<file path="config.mk">
export PLATFORM = sky130hd
export DESIGN_NAME = piso_serializer
export DESIGN_NICKNAME = d
export VERILOG_FILES = /design/src/rtl/piso_serializer.sv
export SDC_FILE = /design/constraint.sdc
export NUM_CORES = 1
export LEC_CHECK = 0
export CORE_ASPECT_RATIO = 0.9
export CORE_MARGIN = 1
export CORE_UTILIZATION = 30
export DETAILED_ROUTE_END_ITERATION = 10
export REMOVE_ABC_BUFFERS = 1
export SYNTH_ARGS = -nofsm -noshare
export SYNTH_HDL_FRONTEND = slang
export SYNTH_SLANG_ARGS = --single-unit
</file>
<file path="constraint.sdc">
create_clock -name clk -period 2.67 [get_ports clk]
set_input_delay 0.6675 -clock clk [delete_from_list [all_inputs] [get_ports clk]]
set_output_delay 0.6675 -clock clk [all_outputs]
set_load 0.02 [all_outputs]
</file>
<file path="src/rtl/piso_serializer.sv">
// -----------------------------------------------------------------------------
// piso_serializer
//
// Parallel-in / serial-out framer. Accepts one WIDTH-bit word per valid/ready
// handshake and presents it one bit per clock on `so`. When PARITY_EN is set,
// an even-parity bit (XOR of all data bits) follows the data bits. A new word
// may be accepted while the last bit of the current frame is on `so`, so
// consecutive frames are emitted with no idle cycle between them.
//
// Parameters:
//   WIDTH      data word width in bits (>= 2)
//   MSB_FIRST  1: din[WIDTH-1] leaves first, 0: din[0] leaves first
//   PARITY_EN  1: append an even-parity bit after the data bits
//   IDLE_LEVEL level driven on `so` while no frame is active
//
// Ports:
//   clk          rising-edge clock
//   rst          asynchronous active-high reset
//   din          parallel word, sampled only on an accept edge
//   din_valid    upstream has a word on din
//   din_ready    a word can be accepted this cycle (combinational from state)
//   so           registered serial output
//   so_valid     `so` carries a frame bit this cycle
//   frame_start  pulse with the first bit of a frame
//   frame_done   pulse with the last bit (data or parity) of a frame
//   busy         same as so_valid
// -----------------------------------------------------------------------------
module piso_serializer #(
  parameter int unsigned WIDTH      = 8,
  parameter bit          MSB_FIRST  = 1'b1,
  parameter bit          PARITY_EN  = 1'b0,
  parameter bit          IDLE_LEVEL = 1'b0
) (
  input  logic             clk,
  input  logic             rst,
  input  logic [WIDTH-1:0] din,
  input  logic             din_valid,
  output logic             din_ready,
  output logic             so,
  output logic             so_valid,
  output logic             frame_start,
  output logic             frame_done,
  output logic             busy
);

  // Counter must hold WIDTH itself: with parity enabled it reaches WIDTH
  // once every data bit has been presented.
  localparam int unsigned CW = $clog2(WIDTH + 1);
  localparam logic [CW-1:0] LAST_DATA = CW'(WIDTH - 1);
  localparam logic [CW-1:0] ALL_DATA  = CW'(WIDTH);

  typedef enum logic [1:0] {
    S_IDLE = 2'd0,
    S_DATA = 2'd1,
    S_PAR  = 2'd2
  } state_e;

  state_e           state_q, state_d;
  logic [CW-1:0]    cnt_q, cnt_d;
  logic [WIDTH-1:0] shreg_q, shreg_d;
  logic             par_q, par_d;
  logic             so_q, so_d;
  logic             so_valid_q, so_valid_d;
  logic             frame_start_q, frame_start_d;
  logic             frame_done_q, frame_done_d;

  logic             accept;
  logic             end_frame;
  logic             first_bit;
  logic [WIDTH-1:0] load_rest;
  logic             next_bit;
  logic [WIDTH-1:0] shifted;

  // The shift register always keeps the next bit to send at the end that
  // leaves first, so loading and shifting only differ in direction.
  generate
    if (MSB_FIRST) begin : g_msb_first
      assign first_bit = din[WIDTH-1];
      assign load_rest = din << 1;
      assign next_bit  = shreg_q[WIDTH-1];
      assign shifted   = shreg_q << 1;
    end else begin : g_lsb_first
      assign first_bit = din[0];
      assign load_rest = din >> 1;
      assign next_bit  = shreg_q[0];
      assign shifted   = shreg_q >> 1;
    end
  endgenerate

  // Ready while idle, and while the final bit of a frame is on `so` so the
  // next frame can follow without a gap.
  assign din_ready = (state_q == S_IDLE) || frame_done_q;
  assign accept    = din_valid && din_ready;

  always_comb begin
    state_d       = state_q;
    cnt_d         = cnt_q;
    shreg_d       = shreg_q;
    par_d         = par_q;
    so_d          = so_q;
    so_valid_d    = so_valid_q;
    frame_start_d = 1'b0;
    frame_done_d  = 1'b0;
    end_frame     = 1'b0;

    case (state_q)
      S_IDLE: begin
        // nothing on so; a start is handled by the accept override below
      end
      S_DATA: begin
        if (frame_done_q) begin
          // last data bit already shown (no parity): frame is over
          end_frame = 1'b1;
        end else if (PARITY_EN && (cnt_q == ALL_DATA)) begin
          so_d         = par_q;
          state_d      = S_PAR;
          frame_done_d = 1'b1;
        end else begin
          so_d         = next_bit;
          shreg_d      = shifted;
          cnt_d        = cnt_q + CW'(1);
          frame_done_d = !PARITY_EN && (cnt_q == LAST_DATA);
        end
      end
      S_PAR: begin
        end_frame = 1'b1;
      end
      default: begin
        end_frame = 1'b1;
      end
    endcase

    if (end_frame) begin
      so_d       = IDLE_LEVEL;
      so_valid_d = 1'b0;
      state_d    = S_IDLE;
      cnt_d      = '0;
    end

    // Accept only happens in IDLE or at end of frame, so it cleanly
    // overrides whatever the case statement decided.
    if (accept) begin
      so_d          = first_bit;
      so_valid_d    = 1'b1;
      frame_start_d = 1'b1;
      frame_done_d  = 1'b0;
      shreg_d       = load_rest;
      cnt_d         = CW'(1);
      par_d         = ^din;
      state_d       = S_DATA;
    end
  end

  always_ff @(posedge clk or posedge rst) begin
    if (rst) begin
      state_q       <= S_IDLE;
      cnt_q         <= '0;
      shreg_q       <= '0;
      par_q         <= 1'b0;
      so_q          <= IDLE_LEVEL;
      so_valid_q    <= 1'b0;
      frame_start_q <= 1'b0;
      frame_done_q  <= 1'b0;
    end else begin
      state_q       <= state_d;
      cnt_q         <= cnt_d;
      shreg_q       <= shreg_d;
      par_q         <= par_d;
      so_q          <= so_d;
      so_valid_q    <= so_valid_d;
      frame_start_q <= frame_start_d;
      frame_done_q  <= frame_done_d;
    end
  end

  assign so          = so_q;
  assign so_valid    = so_valid_q;
  assign frame_start = frame_start_q;
  assign frame_done  = frame_done_q;
  assign busy        = so_valid_q;

endmodule

</file>
# Yosys cells after proc, flatten, opt, wreduce, memory -nomap -nowiden
# Index checks and enable logic that the tools add are counted.
[op_classes]
reduce_logical = 8
n_eq_ne = 4
n_addsub = 1
mux = 21
[op_table]
columns = ["op", "n"]
rows = [
  ["8-bit 2-to-1 mux", 3],
  ["4-bit 2-to-1 mux", 4],
  ["1-bit 2-to-1 mux", 11],
  ["4-bit by 1-bit adder with 4-bit output, second input constant", 1],
  ["4-bit by 3-bit equality test with 1-bit output, second input constant", 1],
  ["2-bit 2-to-1 mux", 2],
  ["2-bit AND reduction", 2],
  ["2-bit nonzero test", 2],
  ["3-bit by 1-bit inequality test with 1-bit output, second input constant", 1],
  ["3-bit nonzero test", 1],
  ["2-bit by 1-bit equality test with 1-bit output, second input constant", 1],
  ["2-bit logical NOT", 1],
  ["2-bit by 1-bit inequality test with 1-bit output, second input constant", 1],
  ["1-bit case mux with 2 select lines", 1],
  ["1-bit logical AND", 1],
  ["1-bit logical OR", 1],
]
[word_totals]
inputBits = 11
word_cells = 41
output_inout_bits = 6
ff_bits = 18

# Depth between registers and ports, before layout
# Gate-level depths: netlist (run 1).
[depth]
depth_word = 5
mapped_depth = 5
depth_no_buf = 4

# Worst setup path after synthesis (run 1)
# Ideal clock, no wire load.
[synth_timing]
path_kind = "reg-to-output"
from = "register, netlist name busy"
to = "output port din_ready"
required_ns = 2.003
arrival_time_ns = 0.907
stages_incl_launch_ff = 4
path_slack_ns = 1.096
path_buffers = 1
path_cell_list = "dfrtp_1 nor2b_2 buf_6 inv_4"
[synth_lines]
columns = ["item", "line", "text"]
rows = [
  ["end: declaration", "38", "output logic din_ready,"],
]

==> metrics.txt, run 1 <==
# TYPE chip_impl_metric gauge
chip_impl_metric{name="full_die_area",unit="mm2"} 0.00255
chip_impl_metric{name="track_usage",unit=""} 0.110
chip_impl_metric{name="timing.setup.tns",unit="ps"} 0
chip_impl_metric{name="num_antenna_cells",unit=""} 0
chip_impl_metric{name="total_standard_cell_area_after_synthesis",unit="um2"} 704
chip_impl_metric{name="share_comb_of_total_power",unit=""} 0.399
chip_impl_metric{name="drt_drc_violations_left",unit=""} 0
chip_impl_metric{name="total_leakage_power",unit="nW"} 0.419
chip_impl_metric{name="route.detailed.vias_per_inst",unit=""} 4.50
chip_impl_metric{name="cts.repair.resized",unit=""} 0
chip_impl_metric{name="drt-total-wl",unit="um"} 1180
chip_impl_metric{name="ir_drop",unit="V"} 0.000399
chip_impl_metric{name="wl_per_cell",unit="um"} 11.1
chip_impl_info{name="worst_path_max_delay_cell",value="sky130_fd_sc_hd__clkdlybuf4s50_1"} 1
chip_impl_metric{name="yosysUniqueCellTypes",unit=""} 21
chip_impl_metric{name="power.clock.fraction",unit=""} 0.156
chip_impl_metric{name="initial_utilization",unit=""} 0.320
chip_impl_metric{name="fillCellCount",unit=""} 228
chip_impl_metric{name="slew-limit-headroom",unit=""} 0.508
chip_impl_metric{name="fin_crit",unit="ps"} 2310
chip_impl_metric{name="detailed_place_hpwl",unit="um"} 795
chip_impl_info{name="clock_tree_from_tritoncts",value="done"} 1
chip_impl_metric{name="post_cts_hold_buffer_count",unit=""} 0
chip_impl_metric{name="num_io_pins",unit=""} 17
chip_impl_info{name="cp_cell_sequence",value="nor2b_2, inv_4, clkdlybuf4s50_1"} 1
chip_impl_metric{name="layout-drive-gt1-share",unit=""} 0.113
chip_impl_metric{name="die-height",unit="um"} 48.0
chip_impl_metric{name="synth_seq_area_share",unit=""} 0.533
chip_impl_metric{name="syn_area_per_cell",unit="um2"} 11.0
chip_impl_metric{name="max_cap_violations",unit=""} 0
chip_impl_metric{name="postRouteAntennaNets",unit=""} 0
chip_impl_metric{name="clk_transition_reported_paths",unit="ps"} 90
chip_impl_metric{name="yosys_top_cell_area_share",unit=""} 0.533
chip_impl_metric{name="maximum_number_of_pins_on_one_net_before_global_route_repair",unit=""} 17
chip_impl_metric{name="clkSinkCount",unit=""} 15
chip_impl_metric{name="numCtsBuffers",unit=""} 3
chip_impl_metric{name="worst_ep_arrival_time",unit="ps"} 1640
chip_impl_metric{name="fp-row-count",unit=""} 16
chip_impl_metric{name="port_buffers",unit=""} 16
chip_impl_metric{name="critPathMaxFanout",unit=""} 8
chip_impl_metric{name="synth_mux_area_frac",unit=""} 0.114
chip_impl_metric{name="timing_worst_slew_pin_value",unit="ps"} 736
chip_impl_info{name="post_synth_main_area_contributors",value="sky130_fd_sc_hd__dfrtp_1 (53%), sky130_fd_sc_hd__mux2i_1 (11%), sky130_fd_sc_hd__o21ai_0 (5.7%), sky130_fd_sc_hd__nand2_1 (5.3%), sky130_fd_sc_hd__buf_4 (4.3%)"} 1
chip_impl_info{name="dominant_combinational_cell_family_by_area_after_synthesis",value="simple AND/OR/NAND/NOR gates"} 1
chip_impl_metric{name="globalplace.congestion",unit=""} 0.664
chip_impl_info{name="cp-end-kind",value="output port"} 1
chip_impl_metric{name="yosys.area_share.xor_xnor",unit=""} 0
chip_impl_metric{name="ctsHtreeMaxLevel",unit=""} 1
chip_impl_metric{name="max_stage_delay",unit="ps"} 600
chip_impl_metric{name="intPower",unit="mW"} 0.528
chip_impl_metric{name="maxSlewViolCount",unit=""} 0
chip_impl_metric{name="final.hold.worst_slack",unit="ps"} 485
chip_impl_metric{name="ctsLongestPathBuffers",unit=""} 2
chip_impl_metric{name="core_area",unit="mm2"} 0.00220
chip_impl_metric{name="finalPower",unit="mW"} 0.823
chip_impl_info{name="synth_largest_area_cell",value="sky130_fd_sc_hd__dfrtp_1"} 1
chip_impl_metric{name="synth_compound_area_frac",unit=""} 0.121
chip_impl_metric{name="dieWidth",unit="um"} 53.1
chip_impl_metric{name="postSynthCellCount",unit=""} 64
chip_impl_metric{name="finalSetupViolCount",unit=""} 0
chip_impl_metric{name="power.switching",unit="mW"} 0.295
chip_impl_metric{name="powerDensity",unit="mW/mm2"} 922
chip_impl_metric{name="power_frac_seq",unit=""} 0.445
chip_impl_metric{name="hold_path_depth",unit=""} 2
chip_impl_metric{name="worst_setup_skew_after_layout",unit="ps"} 1.65
chip_impl_metric{name="dr.first_iter.drc_count",unit=""} 8
chip_impl_metric{name="rr_worst_depth",unit=""} 4
chip_impl_info{name="unrepaired_setup_endpoints_after_global_routing",value="no"} 1
chip_impl_info{name="cts_root_buf",value="sky130_fd_sc_hd__clkbuf_4"} 1
chip_impl_metric{name="cp_data_required_time",unit="ps"} 2000
chip_impl_metric{name="first_global_vias",unit=""} 411
chip_impl_info{name="layout.cells.most_common",value="sky130_fd_sc_hd__clkdlybuf4s50_1"} 1
chip_impl_metric{name="globalRouteOverflowTotal",unit=""} 0
chip_impl_metric{name="synthAdderAreaFrac",unit=""} 0.0178
chip_impl_metric{name="synth.yosys.warnings",unit=""} 0
chip_impl_info{name="startpoint_type",value="flip-flop"} 1
chip_impl_metric{name="synth_simple_gate_area_share",unit=""} 0.142
chip_impl_metric{name="number_of_nets_in_the_final_layout",unit=""} 93
chip_impl_metric{name="number_of_hold_violations_in_the_final_report",unit=""} 0
chip_impl_metric{name="detail_route.first_pass.iterations",unit=""} 4
chip_impl_info{name="timing.hold.worst.class",value="flip-flop to flip-flop"} 1
chip_impl_metric{name="post-route-period-util",unit=""} 0.865
chip_impl_metric{name="clock_latency",unit="ps"} 280
chip_impl_metric{name="vias",unit=""} 482
chip_impl_metric{name="synth-seq-cells",unit=""} 15
chip_impl_metric{name="grt_antenna_before_repair",unit=""} 0
chip_impl_info{name="worst_setup_path_type",value="flip-flop to output port"} 1
chip_impl_info{name="mostFrequentLayoutCells",value="sky130_fd_sc_hd__clkdlybuf4s50_1 (16), sky130_fd_sc_hd__dfrtp_1 (15), sky130_fd_sc_hd__nand2_1 (10)"} 1
chip_impl_metric{name="achievable-frequency",unit="MHz"} 433
chip_impl_metric{name="swShare",unit=""} 0.359
chip_impl_info{name="status",value="finished clean"} 1
chip_impl_metric{name="grt_pass1_wl",unit="um"} 1840
chip_impl_metric{name="postCtsSetupRepairBufs",unit=""} 0
chip_impl_metric{name="areaGrowthSynthToFinish",unit="%"} 26.6
==> worst max-delay path: cells and delay by family, from the launching register on <==
family / cells / cell delay, ps
buf+inv: 2 / 690
simple gates: 1 / 210
flops: 1 / 460
==> routing by layer <==
| metal | up-vias | routed length (um) | track usage |
|---|---|---|---|
| met2 | 13 | 471 | 0.149 |
| li1 | 255 | - | - |
| met1 | 212 | 623 | 0.145 |
| met5 | - | 0 | 0 |
| met4 | 0 | 19 | 0.0632 |
| met3 | 2 | 69 | 0.0476 |
==> synthesized netlist by cell type <==
| cell type | n |
|---|---|
| sky130_fd_sc_hd__buf_6 | 1 |
| sky130_fd_sc_hd__o31ai_1 | 1 |
| sky130_fd_sc_hd__a22o_1 | 1 |
| sky130_fd_sc_hd__nand2_1 | 10 |
| sky130_fd_sc_hd__nor2_1 | 1 |
| sky130_fd_sc_hd__and2_1 | 1 |
| sky130_fd_sc_hd__dfrtp_1 | 15 |
| sky130_fd_sc_hd__o21ai_0 | 8 |
| sky130_fd_sc_hd__a32oi_1 | 1 |
| sky130_fd_sc_hd__inv_1 | 1 |
| sky130_fd_sc_hd__ha_1 | 1 |
| sky130_fd_sc_hd__nand2b_1 | 2 |
| sky130_fd_sc_hd__a21o_1 | 1 |
| sky130_fd_sc_hd__and3_1 | 2 |
| sky130_fd_sc_hd__mux2i_1 | 8 |
| sky130_fd_sc_hd__nor3b_2 | 1 |
| sky130_fd_sc_hd__inv_4 | 1 |
| sky130_fd_sc_hd__nor2_2 | 1 |
| sky130_fd_sc_hd__nor2b_2 | 1 |
| sky130_fd_sc_hd__buf_4 | 4 |
| sky130_fd_sc_hd__o22ai_1 | 2 |
==> power by group through the flow <==
stage                     Sequential, mW  Clock (mW)  Combinational (mW)
after floorplan                    0.385           0               0.191
after global placement             0.368           0               0.328
after detailed placement           0.370           0               0.335
after CTS                          0.366       0.134               0.335
after global routing               0.378       0.147               0.376
final                              0.367       0.128               0.328
==> path summary, 6_finish.rpt <==
kind | start | to | slack [ps]
max | busy | din_ready | 360
min | shreg_q[2] | shreg_q[3] | 480
max in group asynchronous | rst | shreg_q[3] | 1570
min reg2reg | shreg_q[2] | shreg_q[3] | 480
max reg2reg | busy | cnt_q[0] | 1440
min in group asynchronous | rst | cnt_q[0] | 730
==> kinds of logic after synthesis <==
| family | Yosys count |
|---|---|
| and+or+nand+nor | 19 |
| DFF | 15 |
| adders and majority gates | 1 |
| AOI/OAI and AO/OA | 14 |
| muxes | 8 |
| buffers and inverters | 7 |
==> through the flow <==
step                      setup slack (ps)  cells  utilization  area, um2
after floorplan                        743     59            -        663
after global placement                 585    103        0.393        865
after detailed placement               558    103        0.393        865
after CTS                              337    107        0.405        892
after global routing                   275    107        0.405        892
final                                  359    107        0.405        892
==> area by class of cell <==
cell class / instances / area [um2] / area share
Clock buffer: 3 / 22.5 / 0.0252
Timing Repair Buffer: 17 / 168 / 0.188
Inverter: 2 / 10.0 / 0.0112
Multi-Input combinational cell: 42 / 278 / 0.311
Sequential cell: 15 / 375 / 0.421
Tap cell: 27 / 33.8 / 0.0379
Clock inverter: 1 / 5.00 / 0.00561
==> state kept, by name, summed over array words and instances (netlist names) <==
name and count:
shreg_q 7, cnt_q 4, busy 1, frame_start 1
so 1, frame_done 1
Note: power is estimated with default switching activity, not from simulation.
==> run 2: changes to the inputs <==
clock period = 2.7 ns   (was 2.67 ns; I/O delays follow)
==> results of run 2 <==
The final DEF is identical to that of run 1. Status: finished clean.
Main changes from that run: setup slack after placement 558 ps -> 580 ps; setup slack after layout 359 ps -> 382 ps; register-to-register setup slack 1440 ps -> 1470 ps; total power 0.823 mW -> 0.814 mW; worst IR drop on VDD 0.000399 V -> 0.000395 V
==> patch 1: new RTL, settings of run 1 <==
The parameter `WIDTH` goes from 8 to 4.
--- a/src/rtl/piso_serializer.sv
+++ b/src/rtl/piso_serializer.sv
@@ -27,5 +27,5 @@
 // -----------------------------------------------------------------------------
 module piso_serializer #(
-  parameter int unsigned WIDTH      = 8,
+  parameter int unsigned WIDTH      = 4,
   parameter bit          MSB_FIRST  = 1'b1,
   parameter bit          PARITY_EN  = 1'b0,
Interface: changed (resized din); port bits go from 17 to 13. The function was not compared with the original's and may differ.
==> patch 1 against run 1 <==
- sequential cell count is 5 lower
- routed wire length shrank 28%
- worst setup slack got worse by 0.071 ns
- critical path depth did not move
- synthesized cell count down 39%
- area after synthesis shrank 31%
- total power down 8.7%
- design area shrank 27%
- clock skew increased by 0.0083 ns
- critical path type unchanged
- highest routed layer is now met3
==> patch 1: results (changes against run 1) <==
metric,value,unit,change
status,completed,,unchanged
layout.nets,63,,was 93
wl_met1,406,um,was 623 um
drt_iter0_drc,2,,was 8
r2r_cells,3,,was 4
first_pass_iters,3,,was 4
numPortBuffers,12,,was 16
grt_use_met1,0.158,,was 0.145
fin_area,652,um^2,was 892 um^2
synth_cell_type_count,20,,was 21
synthAdderAreaFrac,0.0514,,was 0.0178
grt_use_met3,0.0541,,was 0.0476
grt_pass1_vias,296,,was 411
drt-total-wl,850,um,was 1.18 mm
gp_congestion,0.634,,was 0.664
routed.top_layer,met3,,was met4
synth-compound-area-share,0.0848,,was 0.121
muxShareOfSynthArea,0.157,,was 0.114
whs_path_depth,1,,was 2
ys_seq_area_frac,0.514,,was 0.533
post_dp_cell_area,616,um^2,was 865 um^2
vias_per_cell,4.24,,was 4.50
hp-start,shreg_q[1],,was shreg_q[2]
biggestRegsByFlops,"cnt_q (3), shreg_q (3)",,"was shreg_q (7), cnt_q (4)"
finClkSkew,0.00991,ns,was 0.00165 ns
slowest_delay,0.62,ns,was 0.60 ns
min_to,shreg_q[2],,was shreg_q[3]
grt_usage,0.126,,was 0.110
-- patch 1: area by class of cell --
cell class | instances | share of cell area
sequential | 10 | 0.384
timing repair buffer | 12 | 0.184
inverter | 5 | 0.0288
tap | 22 | 0.0422
clock buffer | 4 | 0.0557
multi-input combinational | 22 | 0.305
-- patch 1: power by group through the flow --
stage / registers [mW] / clock network [mW] / logic, mW
after global routing: 0.267 / 0.153 / 0.386
after CTS: 0.260 / 0.148 / 0.359
after floorplan: 0.290 / 0 / 0.195
final: 0.260 / 0.140 / 0.351
after global placement: 0.261 / 0 / 0.346
after detailed placement: 0.263 / 0 / 0.354
-- patch 1: stage by stage --
| step | std cells | setup slack, ns |
|---|---|---|
| global route | 75 | 0.201 |
| CTS | 75 | 0.265 |
| finish | 75 | 0.289 |
| global placement | 71 | 0.507 |
| detailed placement | 71 | 0.488 |
| floorplan | 37 | 1.04 |
